[src/rtl/gemm_seq_ctrl_if.sv]
// Bundles the DMA stream and src/MAC/dst datapath signals driven or observed by the GEMM sequencer.
// The master side is the sequencer; the slave side is the DMA shim plus buffers and MAC.
interface gemm_seq_ctrl_if #(
   parameter int SRC_WORDS = 16,
   parameter int DST_WORDS = 8
);
   localparam int SA_W = $clog2(SRC_WORDS);
   localparam int IA_W = $clog2(2 * SRC_WORDS);
   localparam int OA_W = $clog2(2 * DST_WORDS);
   localparam int DA_W = $clog2(DST_WORDS);

   logic            s_valid;
   logic            s_ready;
   logic [63:0]     s_data;

   logic            m_valid;
   logic            m_ready;
   logic [63:0]     m_data;
   logic            m_last;

   logic            src_v;
   logic [SA_W-1:0] src_a;
   logic [63:0]     src_d;

   logic            exec;
   logic [IA_W-1:0] ia;
   logic            acc_first;

   logic            outr;
   logic [OA_W-1:0] oa;

   logic            dst_v;
   logic [DA_W-1:0] dst_a;
   logic [63:0]     dst_d;

   modport master (
      input  s_valid, s_data, m_ready, dst_d,
      output s_ready, m_valid, m_data, m_last,
             src_v, src_a, src_d, exec, ia, acc_first, outr, oa, dst_v, dst_a
   );

   modport slave (
      output s_valid, s_data, m_ready, dst_d,
      input  s_ready, m_valid, m_data, m_last,
             src_v, src_a, src_d, exec, ia, acc_first, outr, oa, dst_v, dst_a
   );
endinterface

[src/rtl/gemm_seq_ctrl.sv]
// One GEMM tile pass: load src buffer from DMA, sweep operands through the MAC,
// retire results into dst buffer, then stream dst buffer back out to DMA.
module gemm_seq_ctrl #(
   parameter int SRC_WORDS = 16,
   parameter int DST_WORDS = 8,
   parameter int KLEN      = 2,
   parameter int MAC_LAT   = 2
) (
   input  logic            clk,
   input  logic            reset_n,
   input  logic            start,
   output logic            busy,
   output logic            done,
   gemm_seq_ctrl_if.master bus
);
   localparam int SA_W = $clog2(SRC_WORDS);
   localparam int IA_W = $clog2(2 * SRC_WORDS);
   localparam int OA_W = $clog2(2 * DST_WORDS);
   localparam int DA_W = $clog2(DST_WORDS);
   localparam int RC_W = $clog2(DST_WORDS + 1);
   localparam int KC_W = (KLEN > 1) ? $clog2(KLEN) : 1;

   localparam logic [SA_W-1:0] LD_LAST   = SA_W'(SRC_WORDS - 1);
   localparam logic [IA_W-1:0] IA_LAST   = IA_W'(2 * SRC_WORDS - 1);
   localparam logic [OA_W-1:0] GRP_LAST  = OA_W'(2 * DST_WORDS - 1);
   localparam logic [KC_W-1:0] K_LAST    = KC_W'(KLEN - 1);
   localparam logic [RC_W-1:0] RD_END    = RC_W'(DST_WORDS);
   localparam logic [DA_W-1:0] BEAT_LAST = DA_W'(DST_WORDS - 1);

   typedef enum logic [2:0] {
      S_IDLE,
      S_LOAD,
      S_EXEC,
      S_DRAIN,
      S_STORE
   } state_t;

   state_t                       state_q, state_d;
   logic [SA_W-1:0]              ld_cnt_q, ld_cnt_d;
   logic [IA_W-1:0]              ia_q, ia_d;
   logic [KC_W-1:0]              k_q, k_d;
   logic [OA_W-1:0]              grp_q, grp_d;
   logic [MAC_LAT-1:0]           pipe_v_q, pipe_v_d;
   logic [MAC_LAT-1:0][OA_W-1:0] pipe_g_q, pipe_g_d;
   logic [RC_W-1:0]              rd_cnt_q, rd_cnt_d;
   logic [DA_W-1:0]              beat_q, beat_d;
   logic                         m_valid_q, m_valid_d;
   logic                         done_q, done_d;

   logic exec_on;
   logic s_fire;
   logic grp_end;
   logic res_v;
   logic dst_rd;
   logic m_fire;
   logic last_fire;

   assign exec_on   = (state_q == S_EXEC);
   assign s_fire    = (state_q == S_LOAD) && bus.s_valid;
   assign grp_end   = exec_on && (k_q == K_LAST);
   assign res_v     = pipe_v_q[MAC_LAT-1];
   // A new buffer read is only issued when the output register is empty or being drained this cycle.
   assign dst_rd    = (state_q == S_STORE) && (rd_cnt_q < RD_END) && (!m_valid_q || bus.m_ready);
   assign m_fire    = m_valid_q && bus.m_ready;
   assign last_fire = m_fire && (beat_q == BEAT_LAST);

   always_ff @(posedge clk or negedge reset_n) begin
      if (!reset_n) begin
         state_q   <= S_IDLE;
         ld_cnt_q  <= '0;
         ia_q      <= '0;
         k_q       <= '0;
         grp_q     <= '0;
         pipe_v_q  <= '0;
         pipe_g_q  <= '0;
         rd_cnt_q  <= '0;
         beat_q    <= '0;
         m_valid_q <= 1'b0;
         done_q    <= 1'b0;
      end else begin
         state_q   <= state_d;
         ld_cnt_q  <= ld_cnt_d;
         ia_q      <= ia_d;
         k_q       <= k_d;
         grp_q     <= grp_d;
         pipe_v_q  <= pipe_v_d;
         pipe_g_q  <= pipe_g_d;
         rd_cnt_q  <= rd_cnt_d;
         beat_q    <= beat_d;
         m_valid_q <= m_valid_d;
         done_q    <= done_d;
      end
   end

   always_comb begin
      state_d   = state_q;
      ld_cnt_d  = ld_cnt_q;
      ia_d      = ia_q;
      k_d       = k_q;
      grp_d     = grp_q;
      pipe_v_d  = pipe_v_q;
      pipe_g_d  = pipe_g_q;
      rd_cnt_d  = rd_cnt_q;
      beat_d    = beat_q;
      m_valid_d = m_valid_q;
      done_d    = 1'b0;

      // Group-end marks ride a MAC_LAT-deep delay line so outr lines up with the MAC result.
      pipe_v_d[0] = grp_end;
      pipe_g_d[0] = grp_q;
      for (int i = 1; i < MAC_LAT; i++) begin
         pipe_v_d[i] = pipe_v_q[i-1];
         pipe_g_d[i] = pipe_g_q[i-1];
      end

      if (dst_rd) begin
         m_valid_d = 1'b1;
      end else if (bus.m_ready) begin
         m_valid_d = 1'b0;
      end

      case (state_q)
         S_IDLE: begin
            if (start) begin
               state_d  = S_LOAD;
               ld_cnt_d = '0;
               ia_d     = '0;
               k_d      = '0;
               grp_d    = '0;
               rd_cnt_d = '0;
               beat_d   = '0;
            end
         end
         S_LOAD: begin
            if (s_fire) begin
               ld_cnt_d = ld_cnt_q + 1'b1;
               if (ld_cnt_q == LD_LAST) begin
                  state_d  = S_EXEC;
                  ld_cnt_d = '0;
               end
            end
         end
         S_EXEC: begin
            ia_d = ia_q + 1'b1;
            if (k_q == K_LAST) begin
               k_d   = '0;
               grp_d = grp_q + 1'b1;
            end else begin
               k_d = k_q + 1'b1;
            end
            if (ia_q == IA_LAST) begin
               state_d = S_DRAIN;
               ia_d    = '0;
               k_d     = '0;
               grp_d   = '0;
            end
         end
         S_DRAIN: begin
            if (res_v && (pipe_g_q[MAC_LAT-1] == GRP_LAST)) begin
               state_d = S_STORE;
            end
         end
         S_STORE: begin
            if (dst_rd) begin
               rd_cnt_d = rd_cnt_q + 1'b1;
               beat_d   = rd_cnt_q[DA_W-1:0];
            end
            if (last_fire) begin
               state_d  = S_IDLE;
               done_d   = 1'b1;
               rd_cnt_d = '0;
               beat_d   = '0;
            end
         end
         default: begin
            state_d = S_IDLE;
         end
      endcase
   end

   assign busy          = (state_q != S_IDLE);
   assign done          = done_q;

   assign bus.s_ready   = (state_q == S_LOAD);
   assign bus.src_v     = s_fire;
   assign bus.src_a     = s_fire ? ld_cnt_q : '0;
   assign bus.src_d     = bus.s_data;

   assign bus.exec      = exec_on;
   assign bus.ia        = exec_on ? ia_q : '0;
   assign bus.acc_first = exec_on && (k_q == '0);

   assign bus.outr      = res_v;
   assign bus.oa        = res_v ? pipe_g_q[MAC_LAT-1] : '0;

   assign bus.dst_v     = dst_rd;
   assign bus.dst_a     = dst_rd ? rd_cnt_q[DA_W-1:0] : '0;

   assign bus.m_valid   = m_valid_q;
   assign bus.m_data    = bus.dst_d;
   assign bus.m_last    = m_valid_q && (beat_q == BEAT_LAST);
endmodule

[src/flat_wrapper.sv]
// flat-port wrapper written by rule: the top's interface ports become plain ports
module gemm_seq_ctrl_flat 
#(
   parameter int SRC_WORDS = 16,
   parameter int DST_WORDS = 8,
   parameter int KLEN      = 2,
   parameter int MAC_LAT   = 2
)
  (clk, reset_n, start, busy, done, bus_s_valid, bus_s_data, bus_m_ready, bus_dst_d, bus_s_ready, bus_m_valid, bus_m_data, bus_m_last, bus_src_v, bus_src_a, bus_src_d, bus_exec, bus_ia, bus_acc_first, bus_outr, bus_oa, bus_dst_v, bus_dst_a);
  gemm_seq_ctrl_if #(.SRC_WORDS(SRC_WORDS), .DST_WORDS(DST_WORDS)) bus_i ();
  input  logic clk;
  input  logic reset_n;
  input  logic start;
  output logic busy;
  output logic done;
  input wire logic [$bits(bus_i.s_valid)-1:0] bus_s_valid;
  input wire logic [$bits(bus_i.s_data)-1:0] bus_s_data;
  input wire logic [$bits(bus_i.m_ready)-1:0] bus_m_ready;
  input wire logic [$bits(bus_i.dst_d)-1:0] bus_dst_d;
  output wire logic [$bits(bus_i.s_ready)-1:0] bus_s_ready;
  output wire logic [$bits(bus_i.m_valid)-1:0] bus_m_valid;
  output wire logic [$bits(bus_i.m_data)-1:0] bus_m_data;
  output wire logic [$bits(bus_i.m_last)-1:0] bus_m_last;
  output wire logic [$bits(bus_i.src_v)-1:0] bus_src_v;
  output wire logic [$bits(bus_i.src_a)-1:0] bus_src_a;
  output wire logic [$bits(bus_i.src_d)-1:0] bus_src_d;
  output wire logic [$bits(bus_i.exec)-1:0] bus_exec;
  output wire logic [$bits(bus_i.ia)-1:0] bus_ia;
  output wire logic [$bits(bus_i.acc_first)-1:0] bus_acc_first;
  output wire logic [$bits(bus_i.outr)-1:0] bus_outr;
  output wire logic [$bits(bus_i.oa)-1:0] bus_oa;
  output wire logic [$bits(bus_i.dst_v)-1:0] bus_dst_v;
  output wire logic [$bits(bus_i.dst_a)-1:0] bus_dst_a;
  assign bus_i.s_valid = bus_s_valid;
  assign bus_i.s_data = bus_s_data;
  assign bus_i.m_ready = bus_m_ready;
  assign bus_i.dst_d = bus_dst_d;
  assign bus_s_ready = bus_i.s_ready;
  assign bus_m_valid = bus_i.m_valid;
  assign bus_m_data = bus_i.m_data;
  assign bus_m_last = bus_i.m_last;
  assign bus_src_v = bus_i.src_v;
  assign bus_src_a = bus_i.src_a;
  assign bus_src_d = bus_i.src_d;
  assign bus_exec = bus_i.exec;
  assign bus_ia = bus_i.ia;
  assign bus_acc_first = bus_i.acc_first;
  assign bus_outr = bus_i.outr;
  assign bus_oa = bus_i.oa;
  assign bus_dst_v = bus_i.dst_v;
  assign bus_dst_a = bus_i.dst_a;
  gemm_seq_ctrl #(.SRC_WORDS(SRC_WORDS), .DST_WORDS(DST_WORDS), .KLEN(KLEN), .MAC_LAT(MAC_LAT)) u_core (.clk(clk), .reset_n(reset_n), .start(start), .busy(busy), .done(done), .bus(bus_i));
endmodule
[config.mk]
export PLATFORM = sky130hd
export DESIGN_NAME = gemm_seq_ctrl_flat
export DESIGN_NICKNAME = d
export VERILOG_FILES = /design/src/rtl/gemm_seq_ctrl_if.sv /design/src/rtl/gemm_seq_ctrl.sv /design/src/flat_wrapper.sv
export SDC_FILE = /design/constraint.sdc
export NUM_CORES = 1
export LEC_CHECK = 0
export ABC_AREA = 0
export BUFFER_PORTS_ARGS = -buffer_cell sky130_fd_sc_hd__clkbuf_2
export CAP_MARGIN = 0
export CORE_AREA = 2 2 110 112
export CTS_CLUSTER_SIZE = 25
export DETAILED_ROUTE_END_ITERATION = 10
export DIE_AREA = 0 0 112 114
export PLACE_DENSITY_LB_ADDON = 0.3
export SETUP_SLACK_MARGIN = 0.15
export SYNTH_ARGS = -nofsm -noshare
export SYNTH_HDL_FRONTEND = slang
export SYNTH_SLANG_ARGS = --single-unit
[constraint.sdc]
create_clock -name clk -period 2.2 [get_ports clk]
set_input_delay 0.22 -clock clk [delete_from_list [all_inputs] [get_ports clk]]
set_output_delay 0.22 -clock clk [all_outputs]
set_load 0.02 [all_outputs]
==> qor.yml <==
status:
  outcome: "finished clean"
cts:
  insertion_delay_ns: 0.28
  cts_root_buf: "clkbuf_16"
  cts_buffers: 5
  cts_tree: "done"
  cts.sinks: 36
  h-tree-depth: 2
  cts_buffer_depth: 2
  clkSlewWorstSetupHoldPaths_ns: 0.06
die:
  io_pins: 287
  die_w_um: 112
  dieArea_sq_um: 12800
  num_rows: 40
  die_y_um: 114
  core_area_sq_um: 11700
  initial_core_util_pct: 22.4
layout:
  diodes: 0
  mostFrequentLayoutCell: "dfrtp_1"
  syn_to_final_growth_pct: -15.2
  layout_common_cells: "dfrtp_1 (33), clkbuf_2 (30), and2_1 (14), nand2_1 (10)"
  final_core_util_pct: 19.0
  drive_gt1_share_pct: 29.9
  nets: 331
  n_fill_cell: 1324
timing:
  worst_slew_pin_slew_ns: 0.575
  skew_ns: 0.00659
  max_slew_margin_pct: 61.4
  fin_setup_tns_ns: 0
  fin_hold_ws_ns: 0.211
  setup_viol: 0
  min_period_ns: 1.99
  fmax_mhz: 502
  period_share_pct: 90.5
  rsz0062_at_grt: "true"
  drv_slew: 0
  hold_violations: 0
worst_setup_path:
  cpLargestDelayFamily: "simple AND/OR/NAND/NOR gates"
  slowest_delay_ns: 0.56
  slowest_stage: "or4b_4"
  cp.buffers_inverters: 0
  cp.required_ns: 2.41
  critical_path_peak_fanout: 6
  crit_arrival_ns: 2.20
  path_cells: "ha_2 -> and3_4 -> ha_4 -> or4b_4 -> or2_4 -> nand2_1 -> a32o_1"
  path_class: "reg2reg"
  worstSetupStartpointType: "register"
  end_kind: "register"
detailed_routing:
  drc: 0
  drt_iter0_markers: 97
  first_pass_iters: 4
  via_count: 1431
  routedWlPerCell_um: 14.9
  routed_wl_mm: 5.10
  ant_nets: 0
  routed_via_density: 4.20
synth:
  synth_nets: 420
  synth_top_area_share_pct: 36.8
  ys_ff_latch: 36
  yosysTopAreaCell: "buf_4"
  syn_inst: 282
  yosysUniqueCellTypes: 41
  yosysWarnings: 0
  avgSynthCellArea_sq_um: 9.32
  syn_area_sq_um: 2630
  ys_top_cells_by_area: "buf_4 (37%), dfrtp_1 (34%), and2_1 (3.3%), ha_1 (2.4%), a22o_1 (2.3%)"
  synth_seq_area_share_pct: 34.3
power:
  power_frac_comb_pct: 18.3
  leakagePower_nw: 1.03
  p_per_area_nw_per_um2: 982
  power.clock.fraction_pct: 35.9
  internal-power_mw: 1.56
  switching_share_pct: 28.6
  switchingPower_uw: 625
  ir_drop_mv: 0.366
  p_seq_share_pct: 45.7
  power_mw: 2.19
worst_hold_path:
  hold_path.class: "in2reg"
global_routing:
  grt.overflow.total: 0
  track_usage_pct: 7.69
  grt_antenna_before_repair: 0
  grt_pass1_vias: 1471
  grt_pass1_wl_mm: 7.90
  grt_max_degree: 19
run:
  maxCapViolations: 0
placed_design:
  post-dp-hpwl_mm: 3.86
  place.gp.congestion: 0.707
  portBuffers: 30
## Yosys cell counts
| cell type | count |
|---|---|
| a211oi_1 | 1 |
| a21o_1 | 3 |
| a21oi_1 | 5 |
| a22o_1 | 7 |
| a31oi_1 | 6 |
| a32o_1 | 1 |
| a41oi_1 | 1 |
| and2_1 | 14 |
| and3_1 | 5 |
| and4_1 | 1 |
| buf_2 | 3 |
| buf_4 | 129 |
| clkbuf_1 | 3 |
| dfrtp_1 | 36 |
| ha_1 | 5 |
| inv_1 | 3 |
| mux2_2 | 1 |
| mux2i_1 | 1 |
| nand2_1 | 10 |
| nand2b_1 | 1 |
| nand3_1 | 5 |
| nand4_1 | 4 |
| nor2_1 | 8 |
| nor2b_1 | 3 |
| nor3_1 | 3 |
| nor3_4 | 1 |
| nor3b_1 | 1 |
| nor3b_4 | 1 |
| o21a_1 | 1 |
| o21ai_0 | 3 |
| o21ai_1 | 5 |
| o21ai_2 | 1 |
| o21bai_1 | 1 |
| o22ai_1 | 1 |
| o31ai_1 | 1 |
| o32ai_1 | 1 |
| or2_1 | 1 |
| or3_1 | 2 |
| or3b_4 | 1 |
| or4_1 | 1 |
| or4b_4 | 1 |
## stage by stage
| step | area, sq um | worst slack [ns] | std cells |
|---|---|---|---|
| 6_report | 2230 | 0.209 | 341 |
| 5_1_grt | 2230 | 0.133 | 341 |
| 4_1_cts | 2190 | 0.159 | 339 |
| 3_5_place_dp | 2010 | 0.133 | 329 |
| 3_3_place_gp | 2010 | 0.170 | 329 |
| 2_1_floorplan | 2630 | 0.223 | 282 |
## timing repair
item                       in CTS  in global routing
setup endpoints to repair       5                  7
hold buffers                    1                  0
hold endpoints to repair       16                  0
gates resized for setup         3                  5
pin swaps                       0                  5
buffers inserted                1                  2
## per-layer routing
layer / GRT usage, % / wire [um]
met5: 0 / 0
met4: 4.88 / 280
met3: 4.09 / 548
met1: 7.70 / 1830
met2: 12.6 / 2440
## logic make-up after synthesis
logic type	after synthesis	share of synthesized area [%]
buffers and inverters	138	38.3
and+or+nand+nor	63	14.4
AOI/OAI and AO/OA	38	9.85
DFF	36	34.3
adders and majority gates	5	2.38
muxes	2	0.809
## path summary, 6_finish.rpt
kind | from | end | slack (ns) | depth (start not counted)
worst max-delay path | u_core.ia_q[1] | u_core.grp_q[1] | 0.21 | 7
worst min-delay path | bus_m_ready | u_core.done | 0.21 | 3
worst max register to register | u_core.ia_q[1] | u_core.grp_q[1] | 0.21 | 7
worst min register to register | u_core.pipe_v_q[0] | u_core.pipe_v_q[1] | 0.35 | 0
max in group asynchronous | reset_n | u_core.state_q[2] | 1.22 | 3
min in group asynchronous | reset_n | u_core.rd_cnt_q[2] | 0.44 | 2
## final cells by class
type / instances / area [sq um] / share of cell area (%)
multi-input combinational: 108 / 744 / 33.4
timing repair buffer: 39 / 220 / 9.88
inverter: 3 / 11.3 / 0.505
sequential: 36 / 905 / 40.6
clock inverter: 2 / 35.0 / 1.57
clock buffer: 6 / 129 / 5.78
tap: 147 / 184 / 8.25
## sequential cells by signal, summed over array words and instances, names as in the netlist, 2 cells and up
signal           flops
u_core.state_q       3
u_core.rd_cnt_q      4
u_core.pipe_g_d      4
u_core.pipe_g_q      4
u_core.ia_q          5
u_core.beat_q        3
u_core.pipe_v_q      2
u_core.ld_cnt_q      4
u_core.grp_q         4
## power by group through the flow
stage	Clock [mW]	Combinational [mW]	Sequential, mW
6_report	0.786	0.401	1.00
5_1_grt	0.838	0.462	1.03
4_1_cts	0.811	0.401	1.00
3_5_place_dp	0	0.379	1.01
3_3_place_gp	0	0.369	1.01
2_1_floorplan	0	0.626	0.950
## worst reg2reg max path: stages (launching register included)
cell,delay (ns)
dfrtp_1,0.38
ha_2,0.19
and3_4,0.18
ha_4,0.15
or4b_4,0.56
or2_4,0.28
nand2_1,0.06
a32o_1,0.12
Note: power is estimated with default switching activity, not from simulation.
